`config.mk`:
```
export PLATFORM = sky130hd
export DESIGN_NAME = pc_gen
export DESIGN_NICKNAME = d
export VERILOG_FILES = /design/src/rtl/pc_gen_pkg.sv /design/src/rtl/pc_target_add.sv /design/src/rtl/pc_gen.sv
export SDC_FILE = /design/constraint.sdc
export NUM_CORES = 1
export LEC_CHECK = 0
export ABC_AREA = 0
export BUFFER_PORTS_ARGS = -buffer_cell sky130_fd_sc_hd__buf_4
export CORE_MARGIN = 5
export CORE_UTILIZATION = 40
export CTS_CLUSTER_DIAMETER = 30
export DETAILED_ROUTE_END_ITERATION = 8
export GPL_TIMING_DRIVEN = 0
export PLACE_DENSITY = 0.66
export SYNTH_ARGS = -nofsm -noshare
export SYNTH_HDL_FRONTEND = slang
export SYNTH_SLANG_ARGS = --single-unit
```
`constraint.sdc`:
```
create_clock -name clk -period 5.3 [get_ports clk]
set_input_delay 0.53 -clock clk [delete_from_list [all_inputs] [get_ports clk]]
set_output_delay 0.53 -clock clk [all_outputs]
set_load 0.03 [all_outputs]
```
`src/rtl/pc_gen_pkg.sv`:
```
// Shared types for the program-counter generator: FSM state encoding,
// next-PC select and the per-cycle control bundle.
package pc_gen_pkg;

  typedef enum logic [1:0] {
    ST_BOOT = 2'b00,
    ST_RUN  = 2'b01,
    ST_HALT = 2'b10
  } pc_state_e;

  typedef enum logic [2:0] {
    SEL_HOLD,
    SEL_STEP,
    SEL_REDIR,
    SEL_TRAP,
    SEL_EPC
  } pc_sel_e;

  typedef struct packed {
    pc_sel_e sel;
    logic    valid;
    logic    save_epc;
    logic    take_bad;
  } pc_ctrl_t;

endpackage

```
`src/rtl/pc_target_add.sv`:
```
// Redirect target adder: base+offset (wrapping), optional JALR bit-0 clear,
// and a flag when the resulting target is not instruction aligned.
module pc_target_add #(
  parameter int XLEN       = 32,
  parameter int ALIGN_BITS = 2
) (
  input  logic [XLEN-1:0] base_i,
  input  logic [XLEN-1:0] offset_i,
  input  logic            jalr_i,
  output logic [XLEN-1:0] target_o,
  output logic            misalign_o
);

  always_comb begin
    target_o = base_i + offset_i;
    if (jalr_i) target_o[0] = 1'b0;
  end

  // ALIGN_BITS must be at least 1.
  assign misalign_o = |target_o[ALIGN_BITS-1:0];

endmodule

```
`src/rtl/pc_gen.sv`:
```
// Registered PC generator: boot/run/halt FSM selecting step, redirect,
// trap entry or trap return, with EPC and bad-address capture.
module pc_gen
  import pc_gen_pkg::*;
#(
  parameter int              XLEN         = 32,
  parameter int              STEP         = 4,
  parameter int              ALIGN_BITS   = 2,
  parameter logic [XLEN-1:0] RESET_VECTOR = 32'h0000_0000,
  parameter logic [XLEN-1:0] TRAP_VECTOR  = 32'h0000_0100
) (
  input  logic            clk,
  input  logic            rst_n,
  input  logic            stall_i,
  input  logic            redir_i,
  input  logic            jalr_i,
  input  logic [XLEN-1:0] base_i,
  input  logic [XLEN-1:0] offset_i,
  input  logic            trap_i,
  input  logic            mret_i,
  input  logic            halt_i,
  input  logic            resume_i,
  output logic [XLEN-1:0] pc_o,
  output logic [XLEN-1:0] pc_plus_o,
  output logic            pc_valid_o,
  output logic            misalign_o,
  output logic [XLEN-1:0] badaddr_o,
  output logic [XLEN-1:0] epc_o
);

  localparam logic [XLEN-1:0] STEP_W = XLEN'(STEP);

  pc_state_e       state_q, state_d;
  pc_ctrl_t        ctrl;
  logic [XLEN-1:0] pc_q, pc_d, epc_q, epc_d, bad_q, bad_d;
  logic            mis_q, mis_d;
  logic [XLEN-1:0] tgt;
  logic            tgt_mis;

  pc_target_add #(.XLEN(XLEN), .ALIGN_BITS(ALIGN_BITS)) u_tadd (
    .base_i    (base_i),
    .offset_i  (offset_i),
    .jalr_i    (jalr_i),
    .target_o  (tgt),
    .misalign_o(tgt_mis)
  );

  always_ff @(posedge clk or negedge rst_n) begin
    if (!rst_n) state_q <= ST_BOOT;
    else        state_q <= state_d;
  end

  // Trap outranks halt in RUN; in HALT a trap also wakes the core.
  always_comb begin
    state_d = state_q;
    case (state_q)
      ST_BOOT: state_d = ST_RUN;
      ST_RUN:  if (!trap_i && halt_i) state_d = ST_HALT;
      ST_HALT: if (trap_i || resume_i) state_d = ST_RUN;
      default: state_d = ST_BOOT;
    endcase
  end

  always_comb begin
    ctrl = '{sel: SEL_HOLD, valid: 1'b0, save_epc: 1'b0, take_bad: 1'b0};
    case (state_q)
      ST_RUN: begin
        ctrl.valid = 1'b1;
        if (trap_i) begin
          ctrl.sel      = SEL_TRAP;
          ctrl.save_epc = 1'b1;
        end else if (halt_i) begin
          ctrl.sel = SEL_HOLD;
        end else if (mret_i) begin
          ctrl.sel = SEL_EPC;
        end else if (redir_i) begin
          // A misaligned target is handled as a trap entry on the same edge.
          if (tgt_mis) begin
            ctrl.sel      = SEL_TRAP;
            ctrl.save_epc = 1'b1;
            ctrl.take_bad = 1'b1;
          end else begin
            ctrl.sel = SEL_REDIR;
          end
        end else if (!stall_i) begin
          ctrl.sel = SEL_STEP;
        end
      end
      ST_HALT: begin
        if (trap_i) begin
          ctrl.sel      = SEL_TRAP;
          ctrl.save_epc = 1'b1;
        end
      end
      default: ;
    endcase
  end

  always_comb begin
    case (ctrl.sel)
      SEL_STEP:  pc_d = pc_q + STEP_W;
      SEL_REDIR: pc_d = tgt;
      SEL_TRAP:  pc_d = TRAP_VECTOR;
      SEL_EPC:   pc_d = epc_q;
      default:   pc_d = pc_q;
    endcase
    epc_d = ctrl.save_epc ? pc_q : epc_q;
    bad_d = ctrl.take_bad ? tgt : bad_q;
    mis_d = ctrl.take_bad;
  end

  always_ff @(posedge clk or negedge rst_n) begin
    if (!rst_n) begin
      pc_q  <= RESET_VECTOR;
      epc_q <= '0;
      bad_q <= '0;
      mis_q <= 1'b0;
    end else begin
      pc_q  <= pc_d;
      epc_q <= epc_d;
      bad_q <= bad_d;
      mis_q <= mis_d;
    end
  end

  assign pc_o       = pc_q;
  assign pc_plus_o  = pc_q + STEP_W;
  assign pc_valid_o = ctrl.valid;
  assign misalign_o = mis_q;
  assign badaddr_o  = bad_q;
  assign epc_o      = epc_q;

endmodule

```
==> impl_metrics.prom <==
# TYPE chip_impl_metric gauge
chip_impl_metric{name="timing_worst_slew_pin_value",unit="ps"} 944
chip_impl_metric{name="floorplan.die.height",unit="µm"} 137
chip_impl_metric{name="detail-route-antenna-nets",unit=""} 0
chip_impl_info{name="hold_class",value="primary input to asynchronous set/reset pin"} 1
chip_impl_metric{name="grt_util_met3",unit="%"} 2.98
chip_impl_metric{name="fill_cells",unit=""} 1567
chip_impl_metric{name="resize_count_post_cts",unit=""} 0
chip_impl_metric{name="dp_cells",unit=""} 1122
chip_impl_metric{name="placed_wire_length_estimate",unit="µm"} 16600
chip_impl_metric{name="drt_first_pass_iters",unit=""} 5
chip_impl_metric{name="routed-via-count",unit=""} 6167
chip_impl_metric{name="cts_max_path_buffers",unit=""} 2
chip_impl_metric{name="post_synth_num_cell_types",unit=""} 65
chip_impl_metric{name="area.growth.synth_to_final",unit="%"} 31.7
chip_impl_metric{name="regToRegSetupSlack",unit="ps"} 2240
chip_impl_metric{name="timing.critical_path.slowest_cell_delay",unit="ps"} 610
chip_impl_metric{name="final-max-slew-violation-count",unit=""} 0
chip_impl_metric{name="grt_first_pass_wirelength",unit="µm"} 32800
chip_impl_metric{name="timing.max_slew.rel_slack",unit="%"} 37.1
chip_impl_metric{name="ys_seq_elements",unit=""} 99
chip_impl_metric{name="clock_power_share",unit="%"} 11.9
chip_impl_metric{name="finish.instance_area",unit="µm²"} 8510
chip_impl_info{name="global_route.peak_usage_layer",value="met2"} 1
chip_impl_metric{name="max_freq",unit="MHz"} 300
chip_impl_metric{name="setup-tns-final",unit="ps"} 0
chip_impl_metric{name="max_cap_viols",unit=""} 0
chip_impl_metric{name="rr_worst_depth",unit=""} 11
chip_impl_metric{name="cts_hold_bufs",unit=""} 0
chip_impl_metric{name="final_core_util",unit="%"} 53.6
chip_impl_metric{name="signal_arrival_time_at_the_worst_endpoint",unit="ps"} 2800
chip_impl_info{name="critPathCaptureType",value="output port"} 1
chip_impl_info{name="unrepaired_setup_endpoints_after_global_routing",value="false"} 1
chip_impl_metric{name="total_length_of_routed_wires",unit="µm"} 21400
chip_impl_metric{name="die_w",unit="µm"} 137
chip_impl_metric{name="syn-mean-instance-area",unit="µm²"} 9.17
chip_impl_info{name="outcome",value="finished, final reports clean"} 1
chip_impl_metric{name="yosysWarningCount",unit=""} 0
chip_impl_metric{name="detail_route.iter0.violations",unit=""} 482
chip_impl_info{name="slowest_stage",value="sky130_fd_sc_hd__nor4_1"} 1
chip_impl_metric{name="die_footprint",unit="µm²"} 18800
chip_impl_metric{name="drc",unit=""} 0
chip_impl_metric{name="synth_enable_flop_cells",unit=""} 0
chip_impl_metric{name="row_count",unit=""} 46
chip_impl_metric{name="design.final.nets",unit=""} 1027
chip_impl_info{name="clock_tree.root_cell",value="sky130_fd_sc_hd__clkbuf_16"} 1
chip_impl_metric{name="place_area",unit="µm²"} 8250
chip_impl_metric{name="syn-instance-count",unit=""} 705
chip_impl_metric{name="post_route_cells_drive_above_1_share",unit="%"} 30.2
chip_impl_metric{name="setup_violations",unit=""} 0
chip_impl_metric{name="clk_latency",unit="ps"} 350
chip_impl_metric{name="comb_power_share",unit="%"} 60.0
chip_impl_info{name="timing.critical_path.from",value="pc_o[2]$_DFFE_PN0P_"} 1
chip_impl_metric{name="routed_via_density",unit=""} 5.42
chip_impl_metric{name="instances_no_fill",unit=""} 1138
chip_impl_info{name="tritoncts",value="yes"} 1
chip_impl_info{name="yosys_most_used_dff",value="sky130_fd_sc_hd__dfrtp_1"} 1
chip_impl_metric{name="post_cts_buffers",unit=""} 0
chip_impl_metric{name="antenna_violations_before_repair",unit=""} 0
chip_impl_metric{name="cellPowerDensity",unit="nW/µm²"} 606
chip_impl_metric{name="routabilityCongestion",unit=""} 0.840
chip_impl_metric{name="crit_path_max_fanout",unit=""} 7
chip_impl_metric{name="irDropWorstVdd",unit="mV"} 0.242
chip_impl_metric{name="top_level_ports",unit=""} 203
chip_impl_metric{name="htree_levels",unit=""} 3
chip_impl_metric{name="tritoncts.num_buffers",unit=""} 9
chip_impl_info{name="critical_path.reg2reg.startpoint",value="state_q[1]$_DFFE_PN0P_"} 1
chip_impl_info{name="cp-start-kind",value="flip-flop"} 1
chip_impl_info{name="r2r_end",value="pc_o[21]$_DFFE_PN0P_"} 1
chip_impl_metric{name="numPortBuffers",unit=""} 201
chip_impl_metric{name="insertedDiodeCount",unit=""} 0
chip_impl_metric{name="p_int",unit="mW"} 2.56
chip_impl_metric{name="synth.yosys.seq_area_share",unit="%"} 38.3
chip_impl_metric{name="synth.cell_area",unit="µm²"} 6470
chip_impl_metric{name="grt_start_max_net_pins",unit=""} 100
chip_impl_metric{name="global_route.usage.total",unit="%"} 22.6
chip_impl_metric{name="final_min_period_over_clock_period",unit="%"} 62.8
chip_impl_metric{name="route.detailed.wl_per_inst",unit="µm"} 18.8
chip_impl_metric{name="core-area",unit="µm²"} 15900
chip_impl_metric{name="layout_setup_ws",unit="ps"} 1970
chip_impl_metric{name="period_needed",unit="ps"} 3330
chip_impl_metric{name="synth.net_count",unit=""} 815
chip_impl_info{name="worstPathCellList",value="ha_1 > nand2_1 > nor2_2 > nand3_2 > nor4_1 > xor2_1 > buf_4"} 1
chip_impl_metric{name="ys_async_sr_fraction",unit="%"} 100
chip_impl_metric{name="grt_use_met1",unit="%"} 32.0
chip_impl_metric{name="cts_num_sinks",unit=""} 99
chip_impl_metric{name="cp.required",unit="ps"} 4770
chip_impl_metric{name="grt_util_met2",unit="%"} 36.3
chip_impl_metric{name="globalRoute.totalOverflow",unit=""} 0
chip_impl_metric{name="seq_power_share",unit="%"} 28.1
chip_impl_metric{name="cellLeakagePower",unit="nW"} 4.00
chip_impl_info{name="worst_setup_path_type",value="flip-flop to output port"} 1
chip_impl_metric{name="post_place_setup_slack",unit="ps"} 1980
chip_impl_metric{name="setup_clock_skew_after_layout",unit="ps"} 6.54
chip_impl_metric{name="switching_share",unit="%"} 50.3
chip_impl_metric{name="switchingPower",unit="mW"} 2.59
chip_impl_metric{name="vias_in_the_first_global_route",unit=""} 5832
chip_impl_metric{name="hold_viol",unit=""} 0
chip_impl_metric{name="start_util",unit="%"} 40.7
chip_impl_metric{name="clk_pin_slew",unit="ps"} 70
-- placed cells by master, fill, tap and decap left out, types with 3 or more instances in the layout --
cell type                    netlist  layout
sky130_fd_sc_hd__nor2_1           55      55
sky130_fd_sc_hd__nand2_1          77      77
sky130_fd_sc_hd__o221ai_1          6       6
sky130_fd_sc_hd__o31ai_1           4       4
sky130_fd_sc_hd__nand4_1           8       8
sky130_fd_sc_hd__a22oi_1           8       8
sky130_fd_sc_hd__nand3_1          24      24
sky130_fd_sc_hd__and3_1           11      11
sky130_fd_sc_hd__o21ai_0          48      48
sky130_fd_sc_hd__clkinvlp_4        0       3
sky130_fd_sc_hd__a21o_1           20      20
sky130_fd_sc_hd__buf_4             2     202
sky130_fd_sc_hd__nor2b_1           3       3
sky130_fd_sc_hd__a221oi_1         14      14
sky130_fd_sc_hd__clkbuf_16         0       9
sky130_fd_sc_hd__buf_2             3       3
sky130_fd_sc_hd__o211ai_1          5       5
sky130_fd_sc_hd__nand2b_1          7       7
sky130_fd_sc_hd__o21bai_1          5       5
sky130_fd_sc_hd__clkbuf_1         29      32
sky130_fd_sc_hd__inv_1            17      17
sky130_fd_sc_hd__mux2_2           35      35
sky130_fd_sc_hd__a21oi_1          52      52
sky130_fd_sc_hd__xor2_1           22      22
sky130_fd_sc_hd__a31oi_1           7       7
sky130_fd_sc_hd__o21ai_1          10      10
sky130_fd_sc_hd__a211oi_1          4       4
sky130_fd_sc_hd__o22ai_1           5       5
sky130_fd_sc_hd__or2_2             6       6
sky130_fd_sc_hd__dfrtp_1          99      99
sky130_fd_sc_hd__xnor2_1          34      34
sky130_fd_sc_hd__nor3_1            6       6
sky130_fd_sc_hd__ha_1             36      36
-- cell type report --
| class | instances | area [µm²] | share of cell area (%) |
|---|---|---|---|
| Buffer | 35 | 144 | 1.69 |
| Clock buffer | 12 | 236 | 2.78 |
| Clock inverter | 4 | 27.5 | 0.323 |
| Inverter | 17 | 63.8 | 0.750 |
| Multi-Input combinational cell | 554 | 3780 | 44.4 |
| Sequential cell | 99 | 2480 | 29.1 |
| Tap cell | 216 | 270 | 3.17 |
| Timing Repair Buffer | 201 | 1510 | 17.8 |
-- power by group through the flow --
stage / combinational (mW) / clock [mW] / sequential [mW]
6_report: 3.09 / 0.613 / 1.45
2_1_floorplan: 1.31 / 0 / 2.01
5_1_grt: 3.30 / 0.645 / 1.50
4_1_cts: 3.10 / 0.616 / 1.44
3_5_place_dp: 3.09 / 0 / 1.45
3_3_place_gp: 3.06 / 0 / 1.45
-- cells in the mapped netlist, types with 3 or more instances --
master	instances	area, µm²
sky130_fd_sc_hd__nand3_1	24	120
sky130_fd_sc_hd__nand2b_1	7	43.8
sky130_fd_sc_hd__clkbuf_1	29	109
sky130_fd_sc_hd__nand4_1	8	50.1
sky130_fd_sc_hd__mux2_2	35	394
sky130_fd_sc_hd__inv_1	17	63.8
sky130_fd_sc_hd__buf_2	3	15.0
sky130_fd_sc_hd__nor3_1	6	30.0
sky130_fd_sc_hd__o22ai_1	5	31.3
sky130_fd_sc_hd__xnor2_1	34	298
sky130_fd_sc_hd__a21oi_1	52	260
sky130_fd_sc_hd__o211ai_1	5	37.5
sky130_fd_sc_hd__a31oi_1	7	43.8
sky130_fd_sc_hd__nand2_1	77	289
sky130_fd_sc_hd__o31ai_1	4	30.0
sky130_fd_sc_hd__xor2_1	22	193
sky130_fd_sc_hd__a22oi_1	8	60.1
sky130_fd_sc_hd__dfrtp_1	99	2480
sky130_fd_sc_hd__a21o_1	20	150
sky130_fd_sc_hd__a221oi_1	14	123
sky130_fd_sc_hd__o21bai_1	5	37.5
sky130_fd_sc_hd__ha_1	36	450
sky130_fd_sc_hd__nor2b_1	3	18.8
sky130_fd_sc_hd__o21ai_0	48	240
sky130_fd_sc_hd__nor2_1	55	206
sky130_fd_sc_hd__or2_2	6	37.5
sky130_fd_sc_hd__o21ai_1	10	50.1
sky130_fd_sc_hd__o221ai_1	6	52.6
sky130_fd_sc_hd__and3_1	11	68.8
sky130_fd_sc_hd__a211oi_1	4	30.0
-- worst max-delay path by stage --
stage	depth (start not counted)	slack [ps]	endpoint
2_1_floorplan	7	2430	pc_plus_o[31]
3_3_place_gp	13	1970	pc_o[28]$_DFFE_PN0P_
3_5_place_dp	13	1980	pc_o[28]$_DFFE_PN0P_
4_1_cts	7	1990	pc_plus_o[30]
5_1_grt	7	1860	pc_plus_o[30]
6_report	7	1970	pc_plus_o[30]
-- per-stage QoR --
step	total power [mW]	hold WS (ps)
floorplan	3.31	234
global placement	4.51	463
detailed placement	4.54	472
CTS	5.16	436
global route	5.44	385
finish	5.16	305
-- cells by family (layout without fill, tap and decap cells) --
logic type | after synthesis | after routing | share of synthesized area [%]
XOR/XNOR | 56 | 56 | 7.59
adder cells (fa/ha/maj) | 37 | 37 | 7.28
AND/OR/NAND/NOR | 215 | 215 | 15.8
AO/OA/AOI/OAI | 211 | 211 | 21.8
flip-flops | 99 | 99 | 38.3
buffers and inverters | 52 | 269 | 3.21
multiplexers | 35 | 35 | 6.10
-- sequential cells by signal (all words and copies together), names as in the netlist --
register    count
state_q         2
epc_o          32
misalign_o      1
badaddr_o      32
pc_o           32
-- routing by layer --
metal | wire (µm) | vias to the layer above | share of wire (%)
met5 | 0 | - | 0
met4 | 348 | 0 | 1.6
met3 | 1190 | 26 | 5.5
met2 | 10100 | 201 | 47
met1 | 9760 | 2958 | 46
li1 | - | 2982 | -
-- worst max-delay path, delay by kind of cell (launching register included) --
| kind | cells | cell delay [ps] |
|---|---|---|
| adder cells (fa/ha/maj) | 1 | 320 |
| buffers and inverters | 1 | 170 |
| AND/OR/NAND/NOR | 4 | 1250 |
| XOR/XNOR | 1 | 190 |
| flip-flops | 1 | 520 |
Power figures use the tool's default switching activity.
